$ cat src/rtl/execute_stage_if.sv
// Handshake and result bus of the execute stage: decoded instruction in,
// result/store beat out, and the branch redirect toward the PC.
interface execute_stage_if;
  logic        in_valid;
  logic        in_ready;
  logic [31:0] instr;
  logic        out_valid;
  logic        out_ready;
  logic [31:0] result;
  logic        mem_we;
  logic [10:0] mem_wadrs;
  logic        branch_valid;
  logic [10:0] branch_address;

  modport master (
    output in_valid, instr, out_ready,
    input  in_ready, out_valid, result, mem_we, mem_wadrs, branch_valid, branch_address
  );

  modport slave (
    input  in_valid, instr, out_ready,
    output in_ready, out_valid, result, mem_we, mem_wadrs, branch_valid, branch_address
  );
endinterface

$ cat src/rtl/execute_stage.sv
// Execute stage: 16x32 register file, ALU, store and branch redirect behind a one-beat output register.
// Optional macro PSR_FLAGS_EN adds Z/N/C flags and conditional branches.
module execute_stage (
  input  logic           clk,
  input  logic           reset,
  execute_stage_if.slave bus
);
  typedef enum logic [2:0] {
    OP_NOOP   = 3'b000,
    OP_OR     = 3'b001,
    OP_AND    = 3'b010,
    OP_SUB    = 3'b011,
    OP_ADD    = 3'b100,
    OP_BRANCH = 3'b101,
    OP_STORE  = 3'b110,
    OP_LOAD   = 3'b111
  } opcode_e;

  logic [31:0] regfile_r [16];
  logic        out_valid_r, mem_we_r, branch_valid_r, squash_r;
  logic [31:0] result_r;
  logic [10:0] mem_wadrs_r, branch_address_r;

  opcode_e     opcode_s;
  logic [10:0] src_field_s, dest_field_s;
  logic [31:0] op_a_s, op_src_s;
  logic [32:0] alu_s;
  logic        is_alu_s, has_beat_s, is_branch_s, cond_true_s;
  logic        in_ready_s, accept_s, live_s, mem_dest_s, beat_fire_s, reg_we_s, take_s;
  logic        unused_s;

  // Bit 32 carries ADD carry-out or SUBTRACT no-borrow; LOAD/STORE pass the source through.
  function automatic logic [32:0] alu_f(input opcode_e op, input logic [31:0] a, input logic [31:0] s);
    logic [32:0] res;
    res = 33'd0;
    case (op)
      OP_ADD:  res = {1'b0, a} + {1'b0, s};
      OP_SUB:  begin
        res     = {1'b0, a} - {1'b0, s};
        res[32] = ~res[32];
      end
      OP_AND:  res = {1'b0, a & s};
      OP_OR:   res = {1'b0, a | s};
      default: res = {1'b0, s};
    endcase
    return res;
  endfunction

  assign opcode_s     = opcode_e'(bus.instr[31:29]);
  assign src_field_s  = bus.instr[21:11];
  assign dest_field_s = bus.instr[10:0];
  assign op_a_s       = regfile_r[dest_field_s[3:0]];
  assign op_src_s     = bus.instr[23] ? {21'd0, src_field_s} : regfile_r[src_field_s[3:0]];
  assign alu_s        = alu_f(opcode_s, op_a_s, op_src_s);

  assign in_ready_s   = !out_valid_r || bus.out_ready;
  assign accept_s     = bus.in_valid && in_ready_s;
  assign live_s       = accept_s && !squash_r;
  assign mem_dest_s   = (opcode_s == OP_STORE) || bus.instr[22];
  assign beat_fire_s  = live_s && has_beat_s;
  assign reg_we_s     = beat_fire_s && !mem_dest_s;
  assign take_s       = live_s && is_branch_s && cond_true_s;

  // Opcode class decode
  always_comb begin
    is_alu_s    = 1'b0;
    has_beat_s  = 1'b0;
    is_branch_s = 1'b0;
    case (opcode_s)
      OP_ADD, OP_SUB, OP_AND, OP_OR: begin
        is_alu_s   = 1'b1;
        has_beat_s = 1'b1;
      end
      OP_LOAD, OP_STORE: has_beat_s  = 1'b1;
      OP_BRANCH:         is_branch_s = 1'b1;
      default:           has_beat_s  = 1'b0;
    endcase
  end

`ifdef PSR_FLAGS_EN
  logic flag_z_r, flag_n_r, flag_c_r;

  // Flags track every live ALU op; squashed ops leave them untouched.
  always_ff @(posedge clk or negedge reset) begin
    if (!reset) begin
      flag_z_r <= 1'b0;
      flag_n_r <= 1'b0;
      flag_c_r <= 1'b0;
    end else if (live_s && is_alu_s) begin
      flag_z_r <= (alu_s[31:0] == 32'd0);
      flag_n_r <= alu_s[31];
      flag_c_r <= alu_s[32];
    end
  end

  // Branch condition select from src[21:19]
  always_comb begin
    cond_true_s = 1'b0;
    case (src_field_s[10:8])
      3'b000:  cond_true_s = 1'b1;
      3'b001:  cond_true_s = flag_z_r;
      3'b010:  cond_true_s = !flag_z_r;
      3'b011:  cond_true_s = flag_c_r;
      3'b100:  cond_true_s = flag_n_r;
      default: cond_true_s = 1'b0;
    endcase
  end

  assign unused_s = ^bus.instr[28:24];
`else
  assign cond_true_s = (src_field_s[10:8] == 3'b000);
  assign unused_s    = ^{bus.instr[28:24], alu_s[32]};
`endif

  // Register file is deliberately outside reset so contents survive it.
  always_ff @(posedge clk) begin
    if (reg_we_s) begin
      regfile_r[dest_field_s[3:0]] <= alu_s[31:0];
    end
  end

  // Output beat, branch pulse and squash flag
  always_ff @(posedge clk or negedge reset) begin
    if (!reset) begin
      out_valid_r      <= 1'b0;
      mem_we_r         <= 1'b0;
      result_r         <= 32'd0;
      mem_wadrs_r      <= 11'd0;
      branch_valid_r   <= 1'b0;
      branch_address_r <= 11'd0;
      squash_r         <= 1'b0;
    end else begin
      branch_valid_r <= take_s;
      if (take_s) begin
        branch_address_r <= dest_field_s;
      end
      if (accept_s) begin
        squash_r <= take_s;
      end
      if (in_ready_s) begin
        out_valid_r <= beat_fire_s;
        mem_we_r    <= beat_fire_s && mem_dest_s;
        if (beat_fire_s) begin
          result_r    <= alu_s[31:0];
          mem_wadrs_r <= dest_field_s;
        end
      end
    end
  end

  assign bus.in_ready       = in_ready_s;
  assign bus.out_valid      = out_valid_r;
  assign bus.result         = result_r;
  assign bus.mem_we         = mem_we_r;
  assign bus.mem_wadrs      = mem_wadrs_r;
  assign bus.branch_valid   = branch_valid_r;
  assign bus.branch_address = branch_address_r;
endmodule

$ cat src/flat_wrapper.sv
// flat-port wrapper written by rule: the top's interface ports become plain ports
module execute_stage_flat 
  (clk, reset, bus_in_valid, bus_instr, bus_out_ready, bus_in_ready, bus_out_valid, bus_result, bus_mem_we, bus_mem_wadrs, bus_branch_valid, bus_branch_address);
  execute_stage_if bus_i ();
  input  logic clk;
  input  logic reset;
  input wire logic [$bits(bus_i.in_valid)-1:0] bus_in_valid;
  input wire logic [$bits(bus_i.instr)-1:0] bus_instr;
  input wire logic [$bits(bus_i.out_ready)-1:0] bus_out_ready;
  output wire logic [$bits(bus_i.in_ready)-1:0] bus_in_ready;
  output wire logic [$bits(bus_i.out_valid)-1:0] bus_out_valid;
  output wire logic [$bits(bus_i.result)-1:0] bus_result;
  output wire logic [$bits(bus_i.mem_we)-1:0] bus_mem_we;
  output wire logic [$bits(bus_i.mem_wadrs)-1:0] bus_mem_wadrs;
  output wire logic [$bits(bus_i.branch_valid)-1:0] bus_branch_valid;
  output wire logic [$bits(bus_i.branch_address)-1:0] bus_branch_address;
  assign bus_i.in_valid = bus_in_valid;
  assign bus_i.instr = bus_instr;
  assign bus_i.out_ready = bus_out_ready;
  assign bus_in_ready = bus_i.in_ready;
  assign bus_out_valid = bus_i.out_valid;
  assign bus_result = bus_i.result;
  assign bus_mem_we = bus_i.mem_we;
  assign bus_mem_wadrs = bus_i.mem_wadrs;
  assign bus_branch_valid = bus_i.branch_valid;
  assign bus_branch_address = bus_i.branch_address;
  execute_stage u_core (.clk(clk), .reset(reset), .bus(bus_i));
endmodule
$ cat config.mk
export PLATFORM = sky130hd
export DESIGN_NAME = execute_stage_flat
export DESIGN_NICKNAME = d
export VERILOG_FILES = /design/src/rtl/execute_stage_if.sv /design/src/rtl/execute_stage.sv /design/src/flat_wrapper.sv
export SDC_FILE = /design/constraint.sdc
export NUM_CORES = 1
export LEC_CHECK = 0
export CORE_MARGIN = 4
export CORE_UTILIZATION = 30
export CTS_CLUSTER_DIAMETER = 150
export DETAILED_ROUTE_END_ITERATION = 12
export DONT_BUFFER_PORTS = 1
export SLEW_MARGIN = 20
export SYNTH_ARGS = -nofsm -noshare
export SYNTH_HDL_FRONTEND = slang
export SYNTH_SLANG_ARGS = --single-unit
$ cat constraint.sdc
create_clock -name clk -period 6.7 [get_ports clk]
set_clock_uncertainty 0.1 [all_clocks]
set_input_delay 0.67 -clock clk [delete_from_list [all_inputs] [get_ports clk]]
set_output_delay 0.67 -clock clk [all_outputs]
set_load 0.05 [all_outputs]
==> flow_summary.ini <==
[place]
gp_congestion = 0.931
dp_cells = 3067
port_buffers = 0
place_area_um2 = 31400
dp_hpwl_um = 56700
place_ws_ns = 0.216

[clock_network]
clkLatencyLatePin_ns = 0.63
cts_setup_buffers = 0
htree_levels = 3
cts_tree = yes
numCtsBuffers = 66
cts_buffer_depth = 3
cts.sinks = 570
clk_pin_slew_ns = 0.06
clock-root-buffer = clkbuf_16

[finish]
final_common_cell = edfxtp_1
drive_gt1_frac = 0.285
postLayoutCellArea_um2 = 33700
syn_to_final_growth_pct = 14.7
layout.nets = 1934
final_cells = 3193
layout_common_cells = edfxtp_1 (512), mux4_2 (245), nand2_1 (111), buf_4 (85), nor2_1 (75)
fill_cells = 9149

[global_route]
overflow = 0
grt_pass1_vias = 18800
grtUsageTotal = 0.175
grt_antenna_before_repair = 4
grt_max_degree = 147
grt_pass1_wl_um = 133000

[synthesis]
synth_edf_count = 512
synth.distinct_cells = 81
ys_warn_count = 0
syn_area_per_cell_um2 = 16.2
yosys.area.top_type = edfxtp_1
async_flop_share = 0.102
synth_area_leaders = edfxtp_1 (52%), mux4_2 (19%), dfrtp_1 (4.9%)
synth_top_area_share = 0.523
syn_inst = 1815
yosys_most_used_dff = edfxtp_1
ys_seq_area_frac = 0.572
syn_area_um2 = 29400
synth_nets = 1886
synth_seq_cells = 570

[routing]
drt_wl_total_um = 91700
vias = 18700
antenna_left = 0
wl_per_cell_um = 28.7
viasPerCell = 5.87
dr.first_iter.drc_count = 2370
drcViolationCount = 0
dr.pass1.iters = 5

[die]
io_pins = 94
initial_core_util = 0.303
dieArea_um2 = 103000
die_w_um = 321
die_h_um = 321
core_area_um2 = 97000
row_count = 114

[power_and_ir_drop]
total_power_mw = 9.60
cellLeakagePower_nw = 11.2
p_per_area_nw_per_um2 = 285
ir_drop_mv = 0.184

[worst_setup_path]
reg2reg_slack_ns = 0.62
r2r_start = u_core.regfile_r[6][4]
path_class = register to register
arrival_ns = 6.42
cp_max_fo = 16
r2r.worst_path.cells = 20
end_kind = register
cp-start-kind = register
required_ns = 7.04
timing.rr.end = u_core.regfile_r[3][31]

[worst_hold_path]
hp-start = bus_instr[9]
holdPathStages = 2
hold_path_end = u_core.bus.mem_wadrs[9]
hp-class = input port to register

[sta]
finalMaxSlewViolations = 0
period_needed_ns = 6.08
tns_ns = 0
worst_pin_slew_ns = 1.07
hold_violations = 0
finalCritPeriodShare = 0.907
max_freq_ghz = 0.164
slew_headroom = 0.282
setup_viol = 0
grt_setup_unrepaired = no
fin_ws_ns = 0.620

[job]
cap_violations = 0

[run_status]
status = finished, final reports clean
registers in the layout, summed over array words and instances, names as in the netlist:
name,flops
u_core.bus.branch_address,11
u_core.bus.branch_valid,1
u_core.bus.mem_wadrs,11
u_core.bus.mem_we,1
u_core.bus.out_valid,1
u_core.bus.result,32
u_core.regfile_r,512
u_core.squash_r,1
repair_timing:
action	4_1_cts	5_1_grt
gates resized for setup	0	0
hold buffers	2	0
endpoints found under the hold margin	58	0
where the power goes:
| part | internal [mW] | switching (mW) | total [mW] | leakage [nW] |
|---|---|---|---|---|
| Sequential | 4.13 | 0.389 | 4.51 | 5.33 |
| Combinational | 0.592 | 0.820 | 1.41 | 4.82 |
| Clock | 2.18 | 1.50 | 3.68 | 1.08 |
synthesized netlist by cell type, drive strengths merged (7+ instances only):
master and n:
inv 22, a22oi 33, buf 55, mux4 267
o31ai 13, and2 9, or3 10, mux2 47
a21oi 58, o22ai 18, a211oi 13, mux2i 61
nand2b 10, a221oi 13, dfrtp 58, and3 8
nand3 27, o21a 11, xnor2 28, nor2 88
o21ai 43, nand2 112, o221ai 7, nor2b 10
nor3 29, a21o 20, xor2 20, o211ai 13
a31oi 15, clkbuf 61, ha 34, edfxtp 512
per-layer routing:
layer,wire length (um),track usage,part of all wire
met5,13,0,0.00014
met4,2220,0.0503,0.024
met3,8900,0.0401,0.097
met1,37900,0.243,0.41
met2,42700,0.276,0.46
logic make-up (layout without fill, tap and decap cells):
group,Yosys count,in the layout,synth area share
multiplexers,375,375,0.247
other,0,2,0
AND/OR/NAND/NOR,342,342,0.0556
XOR/XNOR,48,48,0.0143
flip-flops,570,570,0.572
buffers and inverters,138,238,0.0230
AO/OA/AOI/OAI,307,307,0.0728
adder cells (fa/ha/maj),35,35,0.0152
worst max-delay path by stage:
stage / start / end / slack, ns / cells past startpoint
2_1_floorplan: bus_instr[0] / u_core.regfile_r[0][30] / 0.05 / 20
5_1_grt: u_core.regfile_r[13][4] / u_core.regfile_r[15][26] / 0.35 / 18
3_3_place_gp: bus_instr[11] / u_core.bus.result[16] / 0.41 / 17
6_report: u_core.regfile_r[6][4] / u_core.regfile_r[3][31] / 0.62 / 20
4_1_cts: u_core.regfile_r[13][4] / u_core.bus.result[16] / 0.60 / 17
3_5_place_dp: bus_instr[11] / u_core.bus.result[16] / 0.22 / 17
area by class of cell:
| class | count | area, um2 | area share |
|---|---|---|---|
| Clock buffer | 82 | 1770 | 0.0526 |
| Multi-Input combinational cell | 1107 | 12100 | 0.360 |
| Antenna cell | 2 | 5.00 | 0.000148 |
| Timing Repair Buffer | 96 | 856 | 0.0254 |
| Sequential cell | 570 | 16800 | 0.499 |
| Tap cell | 1276 | 1600 | 0.0473 |
| Clock inverter | 38 | 457 | 0.0135 |
| Inverter | 22 | 82.6 | 0.00245 |
critical path, stage by stage, from the launching register on:
cell	delay, ns
edfxtp_1	0.39
mux4_1	0.52
mux4_2	0.49
mux2i_4	0.27
nand4bb_1	0.33
nor4_1	0.37
buf_4	0.22
and2_1	0.30
nand2_1	0.17
o21ai_0	0.25
xor2_1	0.10
ha_1	0.34
a21o_1	0.21
a21o_1	0.20
a21oi_1	0.25
o21a_1	0.20
a41oi_1	0.18
xnor2_1	0.29
mux2_4	0.34
nand3_1	0.13
buf_4	0.24
through the flow:
step	util	hold WS, ns
3_3_place_gp	0.324	0.279
6_report	0.348	0.0730
5_1_grt	0.348	0.0629
3_5_place_dp	0.324	0.280
4_1_cts	0.347	0.0334
2_1_floorplan	-	0.274
No activity file was read; power rests on OpenSTA's default activity.
==> RTL edit (config.mk and constraints unchanged) <==
The option `PSR_FLAGS_EN` is turned on by a define.
--- a/src/rtl/execute_stage.sv
+++ b/src/rtl/execute_stage.sv
@@ -1,5 +1,7 @@
 // Execute stage: 16x32 register file, ALU, store and branch redirect behind a one-beat output register.
 // Optional macro PSR_FLAGS_EN adds Z/N/C flags and conditional branches.
+`define PSR_FLAGS_EN
+
 module execute_stage (
   input  logic           clk,
   input  logic           reset,
Behaviour: not the same (a bounded check fails within 4 cycles, from zero or initial values and one cycle with reset low).
==> RTL edit against the original RTL <==
Fmax is 2.4% higher; routed wire length up 3.9%; sequential cell count up 3; design area is 5.3% higher; setup slack better by 0.15 ns; power increased by 3.0%; utilization decreased by 0.56 points; synthesized area up 6.9%; via count is 6.2% higher; critical endpoint is now u_core.flag_z_r; largest power group unchanged.
==> RTL edit: results (changes against the original RTL) <==
| Metric | Value |
|---|---|
| Status | `finished, final reports clean` |
| Initial drt markers | `2135 (-9.9%)` |
| Placed cell area | `33270 um^2 (+5.9%)` |
| Grt met1 use | `22.62% (-1.7 points)` |
| Final #Nets | `2222 (+15%)` |
| GRT Total Usage | `16.87% (-0.62 points)` |
| DP Wirelength | `61490 um (+8.4%)` |
| Critical Path AT | `6.34 ns (-0.08 ns)` |
| Largest net degree at the start of global routing | `136 (-7.5%)` |
| Synth top cells by count | `512 x edfxtp_1, 289 x mux4_2, 120 x inv_1` |
| Initial antenna violation count | `3 (-1)` |
| Crit-path max cell delay | `0.56 ns (+0.04 ns)` |
| DRT Wirelength | `95350 um (+3.9%)` |
| DR vias/cell | `5.649 (-3.7%)` |
| Area contributors post-synth | `edfxtp_1 49%, mux4_2 21%, dfrtp_1 4.9%, ha_1 3.9%, a21oi_1 1.7%` |
| CP max FO | `5 (-11)` |
| Met3 usage | `3.991% (-0.023 points)` |
| Pre-antenna DRT Iters | `8 (+3)` |
| Met2 usage | `27.99% (+0.38 points)` |
| Clock buffer count from CTS | `61 (-7.6%)` |
| Slowest-stage cell, CP | `mux4_2` |
| Routability congestion estimate | `0.8820 (-5.2%)` |
| Layout cell share with drive strength beyond 1 | `25.98% (-2.5 points)` |
| Pre-CTS WS | `0.4433 ns (+0.2268 ns)` |
| Seq/Total Area, Yosys | `53.78% (-3.5 points)` |
| Rel. slew slack | `28.30% (+0.14 points)` |
| FFs w/ async S/R, synth | `10.65% (+0.47 points)` |
| Yosys cell types | `104 (+28%)` |
| H-tree levels | `2 (-1)` |
| Post-synth EDFFs | `512 (unchanged)` |
| Global-route wire length before repair | `140000 um (+5.3%)` |
[RTL edit: cell count changes after synthesis, moves of 25 or more]
cell,unedited run,this run
nand2b_1,10,35
a21oi_1,57,106
a22oi_1,31,6
inv_1,22,120
o21ai_0,42,73
ha_1,34,97
mux4_2,245,289
[RTL edit: worst register-to-register path, stage by stage, from the launching register on]
cell and delay [ns]:
edfxtp_1 0.40, mux4_2 0.49, mux4_2 0.56, inv_1 0.12
ha_1 0.19, inv_1 0.08, fa_1 0.48, a21o_1 0.20
a221o_1 0.41, a31oi_2 0.31, buf_4 0.17, xnor2_1 0.11
nor2_1 0.05, o22a_1 0.19, or3_1 0.36, or4_1 0.41
nor4_1 0.26, buf_4 0.18, nand4_1 0.08, or4_1 0.44
o41ai_2 0.21
[RTL edit: report_power, final]
group | total, mW | internal, mW | switching (mW)
Clock | 3.65 | 2.21 | 1.45
Sequential | 4.61 | 4.16 | 0.446
Combinational | 1.63 | 0.623 | 1.01
[RTL edit: routing by layer]
layer / vias to the layer above / share of wire (%)
li1: 8376 / -
met1: 10480 / 40
met2: 921 / 49
met3: 119 / 9.7
met4: 0 / 2.1
met5: - / 0
[RTL edit: final cells by class]
cell class              instances  area [um^2]
fillers                      9856        68280
well taps                    1380         1727
inverters                     121        454.2
clock buffers                  84         1694
clock inverters                32        496.7
diodes                          2        5.005
flip-flops and latches        573        16900
repair buffers                 72        675.6
multi-input cells            1258        13560
[RTL edit: logic make-up (layout without fill, tap and decap cells)]
logic type | Yosys count | after routing | synth area share (%)
compound gates | 388 | 388 | 8.468
xor+xnor | 17 | 17 | 0.4977
fa+ha+maj | 99 | 99 | 3.989
buf+inv | 268 | 309 | 3.583
flops | 573 | 573 | 53.78
mux | 381 | 381 | 23.81
other cells | 0 | 2 | 0
simple gates | 373 | 373 | 5.872
[RTL edit: per-stage QoR]
step	util, %	cells	hold WS [ns]	total power [mW]
detailed placement	32.05	3402	0.2819	6.283
global route	34.21	3520	0.03689	10.26
finish	34.21	3522	0.05674	9.893
floorplan	-	2099	0.2744	5.816
CTS	34.20	3520	0.02097	9.936
global placement	32.05	3402	0.2818	6.247
[RTL edit: what timing repair did]
| action | CTS | global route |
|---|---|---|
| setup buffers | 0 | 0 |
| hold endpoints to repair | 61 | 0 |
| gates resized for setup | 0 | 0 |
| hold buffers | 2 | 0 |
[RTL edit: path summary, 6_finish.rpt]
check	start	depth (start not counted)	to	slack [ns]
worst max register to register	u_core.regfile_r[2][0]	20	u_core.flag_z_r	0.77
worst min register to register	u_core.squash_r	2	u_core.squash_r	0.38
worst min-delay path	bus_instr[4]	2	u_core.bus.branch_address[4]	0.06
max in group asynchronous	reset	2	u_core.bus.result[23]	5.62
worst max-delay path	u_core.regfile_r[2][0]	20	u_core.flag_z_r	0.77
min in group asynchronous	reset	2	u_core.bus.result[30]	0.47
